<file path="config.mk">
export PLATFORM = sky130hd
export DESIGN_NAME = spart_rx_buffered
export DESIGN_NICKNAME = d
export VERILOG_FILES = /design/src/rtl/spart_pkg.sv /design/src/rtl/spart_rx_fifo.sv /design/src/rtl/spart_rx_buffered.sv
export SDC_FILE = /design/constraint.sdc
export NUM_CORES = 1
export LEC_CHECK = 0
export ABC_AREA = 1
export BUFFER_PORTS_ARGS = -buffer_cell sky130_fd_sc_hd__buf_2
export CORE_MARGIN = 4
export CORE_UTILIZATION = 50
export DETAILED_ROUTE_END_ITERATION = 7
export GPL_ROUTABILITY_DRIVEN = 0
export PLACE_DENSITY = 0.72
export SLEW_MARGIN = 20
export SYNTH_ARGS = -nofsm -noshare
export SYNTH_HDL_FRONTEND = slang
export SYNTH_SLANG_ARGS = --single-unit
</file>
<file path="constraint.sdc">
create_clock -name clk -period 8.9 [get_ports clk]
set_clock_uncertainty 0.2 [all_clocks]
set_input_delay 0 -clock clk [delete_from_list [all_inputs] [get_ports clk]]
set_output_delay 0 -clock clk [all_outputs]
set_load 0.005 [all_outputs]
</file>
<file path="src/rtl/spart_pkg.sv">
// Shared types and constants for the SPART receive path: FSM states and the baud divisor helper.
// No logic of its own; latency and backpressure are properties of the modules importing it.
package spart_pkg;

  localparam int BAUD_BASE = 4800;
  localparam int BR_CFG_W  = 2;

  typedef enum logic [2:0] {IDLE, START, DATA, PARITY, STOP, BRK} rx_state_t;

  // Clock cycles per bit for a given baud select.
  function automatic int baud_div(input int clk_hz, input logic [BR_CFG_W-1:0] br);
    return clk_hz / (BAUD_BASE << br);
  endfunction

endpackage

</file>
<file path="src/rtl/spart_rx_fifo.sv">
// Synchronous FIFO with a registered head; the head appears on rd_data the cycle after the push or pop.
// A push into a full FIFO is dropped unless a pop happens in the same cycle. A pop from an empty FIFO is ignored.
module spart_rx_fifo #(
  parameter int DEPTH = 8,
  parameter int WIDTH = 8
) (
  input  logic                     clk,
  input  logic                     rst_n,
  input  logic                     push,
  input  logic [WIDTH-1:0]         wr_data,
  input  logic                     pop,
  output logic [WIDTH-1:0]         rd_data,
  output logic                     empty,
  output logic                     full,
  output logic [$clog2(DEPTH):0]   count
);

  localparam int AW = $clog2(DEPTH);
  localparam int CW = AW + 1;

  logic [WIDTH-1:0] mem [DEPTH];
  logic [AW-1:0]    wr_ptr, rd_ptr, rd_ptr_n;
  logic [CW-1:0]    count_n;
  logic             do_push, do_pop;

  always_comb begin
    do_pop   = pop && (count != '0);
    do_push  = push && ((count != CW'(DEPTH)) || do_pop);
    rd_ptr_n = rd_ptr + AW'(do_pop);
    count_n  = count + CW'(do_push) - CW'(do_pop);
  end

  assign empty = (count == '0);
  assign full  = (count == CW'(DEPTH));

  always_ff @(posedge clk) begin
    if (do_push) mem[wr_ptr] <= wr_data;
  end

  always_ff @(posedge clk) begin
    if (!rst_n) begin
      wr_ptr  <= '0;
      rd_ptr  <= '0;
      count   <= '0;
      rd_data <= '0;
    end else begin
      wr_ptr <= wr_ptr + AW'(do_push);
      rd_ptr <= rd_ptr_n;
      count  <= count_n;
      // When the new head is the entry being written this cycle, bypass the memory.
      if (count_n != '0)
        rd_data <= (do_push && (wr_ptr == rd_ptr_n)) ? wr_data : mem[rd_ptr_n];
    end
  end

endmodule

</file>
<file path="src/rtl/spart_rx_buffered.sv">
// Mid-bit sampling UART receiver with RX FIFO; byte on rd_data ~1 cycle after stop sample (+2 sync); full FIFO drops with overrun pulse.
// Optional parity bit enabled by defining SPART_RX_PARITY_EN; otherwise parity_err is tied 0.
module spart_rx_buffered
  import spart_pkg::*;
#(
  parameter int CLK_HZ    = 50_000_000,
  parameter int DATA_BITS = 8,
  parameter int DEPTH     = 8
) (
  input  logic                   clk,
  input  logic                   rst_n,
  input  logic                   rxd,
  input  logic [BR_CFG_W-1:0]    br_cfg,
  input  logic                   rd_en,
  output logic [DATA_BITS-1:0]   rd_data,
  output logic                   empty,
  output logic                   full,
  output logic [$clog2(DEPTH):0] count,
  output logic                   busy,
  output logic                   frame_err,
  output logic                   overrun,
  output logic                   parity_err
);

  localparam int CNT_W = $clog2(CLK_HZ / BAUD_BASE + 1);
  localparam int BIT_W = $clog2(DATA_BITS);

  rx_state_t            state;
  logic                 rxd_m, rxd_s;
  logic [CNT_W-1:0]     div_q, baud_cnt;
  logic [BIT_W-1:0]     bit_cnt;
  logic [DATA_BITS-1:0] shreg, push_dat;
  logic                 push_q, par_bad;
  logic                 tick;

  assign tick = (baud_cnt == div_q - CNT_W'(1));
  assign busy = (state != IDLE);

  always_ff @(posedge clk) begin
    if (!rst_n) begin
      state      <= IDLE;
      rxd_m      <= 1'b1;
      rxd_s      <= 1'b1;
      div_q      <= '0;
      baud_cnt   <= '0;
      bit_cnt    <= '0;
      shreg      <= '0;
      push_dat   <= '0;
      push_q     <= 1'b0;
      par_bad    <= 1'b0;
      frame_err  <= 1'b0;
      overrun    <= 1'b0;
      parity_err <= 1'b0;
    end else begin
      rxd_m      <= rxd;
      rxd_s      <= rxd_m;
      push_q     <= 1'b0;
      frame_err  <= 1'b0;
      parity_err <= 1'b0;
      overrun    <= push_q && full && !rd_en;
      case (state)
        IDLE: begin
          if (!rxd_s) begin
            div_q    <= CNT_W'(baud_div(CLK_HZ, br_cfg));
            baud_cnt <= '0;
            state    <= START;
          end
        end
        START: begin
          // Half a bit in: confirm the start bit, which also centres later samples.
          if (baud_cnt == (div_q >> 1) - CNT_W'(1)) begin
            baud_cnt <= '0;
            bit_cnt  <= '0;
            par_bad  <= 1'b0;
            state    <= rxd_s ? IDLE : DATA;
          end else begin
            baud_cnt <= baud_cnt + CNT_W'(1);
          end
        end
        DATA: begin
          if (tick) begin
            baud_cnt <= '0;
            shreg    <= {rxd_s, shreg[DATA_BITS-1:1]};
            if (bit_cnt == BIT_W'(DATA_BITS - 1)) begin
`ifdef SPART_RX_PARITY_EN
              state <= PARITY;
`else
              state <= STOP;
`endif
            end else begin
              bit_cnt <= bit_cnt + BIT_W'(1);
            end
          end else begin
            baud_cnt <= baud_cnt + CNT_W'(1);
          end
        end
`ifdef SPART_RX_PARITY_EN
        PARITY: begin
          if (tick) begin
            baud_cnt   <= '0;
            par_bad    <= ^{shreg, rxd_s};
            parity_err <= ^{shreg, rxd_s};
            state      <= STOP;
          end else begin
            baud_cnt <= baud_cnt + CNT_W'(1);
          end
        end
`endif
        STOP: begin
          if (tick) begin
            baud_cnt <= '0;
            if (rxd_s) begin
              push_q   <= !par_bad;
              push_dat <= shreg;
              state    <= IDLE;
            end else begin
              frame_err <= 1'b1;
              state     <= BRK;
            end
          end else begin
            baud_cnt <= baud_cnt + CNT_W'(1);
          end
        end
        BRK: begin
          if (rxd_s) state <= IDLE;
        end
        default: state <= IDLE;
      endcase
    end
  end

  spart_rx_fifo #(
    .DEPTH (DEPTH),
    .WIDTH (DATA_BITS)
  ) u_fifo (
    .clk     (clk),
    .rst_n   (rst_n),
    .push    (push_q),
    .wr_data (push_dat),
    .pop     (rd_en),
    .rd_data (rd_data),
    .empty   (empty),
    .full    (full),
    .count   (count)
  );

endmodule

</file>
==> impl_results.md <==
- Run status: completed
- Number of antenna violations at the first check in global routing: 0
- Synthesized area per cell: ~7.5 sq um
- Post-DRT Antenna Nets: 0
- IO Pins: 24
- Yosys cell types: between 50 and 60
- Final hold slack: 0.0901 ns
- Vias in the first global route: 7348
- Startpoint Class: input port
- Fin. Hold Viols: 0
- Worst slew margin: 0.353
- P&R area growth vs syn: 11.1%
- Synthesized instance count: about 1200
- Placeable Area: roughly 17000 sq um
- Total wire length: ~21000 um
- Flops & latches, synth: about 130
- Initial DRC Count: roughly 630
- Worst setup margin: 0.910 ns
- Warnings from Yosys: 0
- Skew-Pair Late Insertion Delay: between 0.4 and 0.5 ns
- Post-synth ARST share: 0
- Slowest cell on crit path: a211oi_2
- Pre-CTS WS: just over 0.4 ns
- Num rows: 48
- WP buf/inv: 9
- Final min period: about 8.0 ns
- Largest net degree at the start of global routing: 55
- RSZ-0062 raised after global routing: no
- Starting Density: 0.509
- Required time worst endpoint: roughly 9.0 ns
- Max-slew violations: 0
- Die W: 141 um
- Setup violators final: 0
- Element type at the critical path end: flip-flop
- Final Cycle Share: 0.898
- TritonCTS buffer count: 17
- Die height: 141 um
- # fillers: between 1500 and 2000
- Number of synthesized flops with an enable pin: 64
- Leakage power: between 4 and 5 nW
- Global-route wire length before repair: 35100 um
- Slowest stage delay, CP: 0.32 ns
- Clock Pin Slew Worst Setup and Hold Paths: about 0.070 ns
- Syn_nets: roughly 1200
- Least-Margin Pin Slew: approximately 0.97 ns
- Crit path arrival time: slightly above 8 ns
- Pwr/cell area: around 240 nW/um^2
- Longest Clk Path Bufs: 2
- CTS tree: built
- Port bufs: 22
- Total GRT Usage: 0.215
- DR vias/cell: between 5 and 6
- Synthesized area: 8800 sq um
- Max Fanout on Critical Path: 9
- Setup TNS: 0 ns
- Drt first pass iters: 5
- Synth top area cells: edfxtp_1, dfxtp_1, nand2_1
- Seq/Total Area, Yosys: 0.378
- Die Area: between 15000 and 20000 sq um
- Crit-path most repeated cell: nand2_1
- DRC: 0
- CTS H-Tree Depth: 4
- Worst path top cell family by delay: simple AND/OR/NAND/NOR gates
- CTS root buffer: clkbuf_16
- Via count: 7687
- Overflow after GRT: 0
- CTS Sinks: between 100 and 150
- MaxCap Viol Count: 0
- Worst hold path class: input port to flip-flop
- Synth area leader: edfxtp_1
- DP HPWL: 14700 um
- Max frequency: approximately 0.13 GHz
- Routed len/inst: roughly 15 um
- Path type of the worst setup path: input port to flip-flop
- Top-area cell type share of the netlist area: 0.218
- Share of layout cells above drive strength 1: 0.117
- ANT cells: 0
- Ys flop type: dfxtp_1
- Maximum vdd ir drop: 217 uV
- Final nets: between 1000 and 1500
## worst paths after layout
path,startpoint,to,slack [ns],cells past startpoint
worst min-delay path,rd_en,overrun,0.09,3
worst min register to register,rxd_m,rxd_s,0.22,1
worst max-delay path,br_cfg[0],div_q[0],0.91,70
worst max register to register,div_q[8],state[0],4.56,18
## layout make-up
type,count,area [sq um],area share
multi-input combinational,836,4670,0.478
sequential,134,3320,0.340
inverter,164,634,0.0649
clock buffer,22,539,0.0552
tap,225,282,0.0288
timing repair buffer,38,238,0.0243
clock inverter,10,88.8,0.00909
## power by group
group	total (mW)	leakage [nW]	internal, mW	switching, mW
clock network	0.731	0.313	0.441	0.291
registers	0.723	1.11	0.687	0.0362
logic	0.912	3.05	0.343	0.569
## synth_stat cells, types with 4 or more instances
cell type  count
nand2_1      237
inv_1        147
nor2_1       133
o21ai_0       79
nand3_1       73
dfxtp_1       70
edfxtp_1      64
a21oi_1       50
ha_1          41
xor2_1        40
clkbuf_1      28
o22ai_1       25
nand2_2       16
xnor2_1       14
nand4_1       13
nor3_1        13
inv_2          9
nand3_2        9
o211ai_1       9
mux2_2         8
nor4_1         7
or2_2          7
a211oi_1       6
buf_2          5
clkinv_1       5
nand2_4        5
nand3b_1       5
nor2_2         5
buf_4          4
o221ai_1       4
o31ai_1        4
## layer usage
layer  global-route usage  vias up  part of all wire
met2                0.347      246              0.47
met1                0.289     3477              0.46
met4               0.0739        0             0.017
met3               0.0438       35             0.059
met5                    0        -                 0
li1                     -     3929                 -
## worst min-delay path, stage by stage
cell,delay [ns]
dlygate4sd3_1,0.52
buf_2,0.10
nor4_1,0.04
## through the flow
step	utilization	cells	power, mW	area [sq um]
after floorplan	-	1175	1.44	8800
after global placement	0.524	1389	1.63	9070
after detailed placement	0.524	1389	1.63	9070
after CTS	0.562	1424	2.37	9730
after global routing	0.565	1429	2.54	9780
final	0.565	1429	2.37	9780
## flip-flops by register name, indices dropped and copies added, names as in the netlist
name,cells
push_q,1
div_q,11
u_fifo.rd_data,8
overrun,1
u_fifo.count,4
u_fifo.mem,64
rxd_s,1
bit_cnt,3
state,3
shreg,8
frame_err,1
u_fifo.wr_ptr,3
baud_cnt,14
push_dat,8
rxd_m,1
u_fifo.rd_ptr,3
## cell usage in the layout, fill, tap and decap left out, types with 6 or more instances in the layout
master / n
xnor2_1: 14
buf_2: 22
o22ai_1: 25
o21ai_0: 79
inv_6: 6
o211ai_1: 9
nand4_1: 13
nand3_2: 9
nand3_1: 73
nor2_1: 133
xor2_1: 40
a21oi_1: 50
inv_2: 9
nand2_2: 16
or2_2: 7
edfxtp_1: 64
dfxtp_1: 70
clkbuf_16: 21
nor3_1: 13
nor4_1: 7
ha_1: 40
buf_4: 13
nand2_1: 237
mux2_2: 8
inv_1: 146
## repair_timing
item,4_1_cts,5_1_grt
hold endpoints to repair,18,0
setup endpoints to repair,0,1
resized for setup,0,3
buffers inserted,0,5
hold buffers,3,0
## kinds of logic after synthesis
logic type | after synthesis | share of synthesized area
simple gates | 533 | 0.275
buf+inv | 205 | 0.0924
compound gates | 198 | 0.130
flops | 134 | 0.378
xor+xnor | 54 | 0.0537
fa+ha+maj | 42 | 0.0606
mux | 8 | 0.0102
other cells | 1 | 0.000426
(Power assumes the default switching activity.)
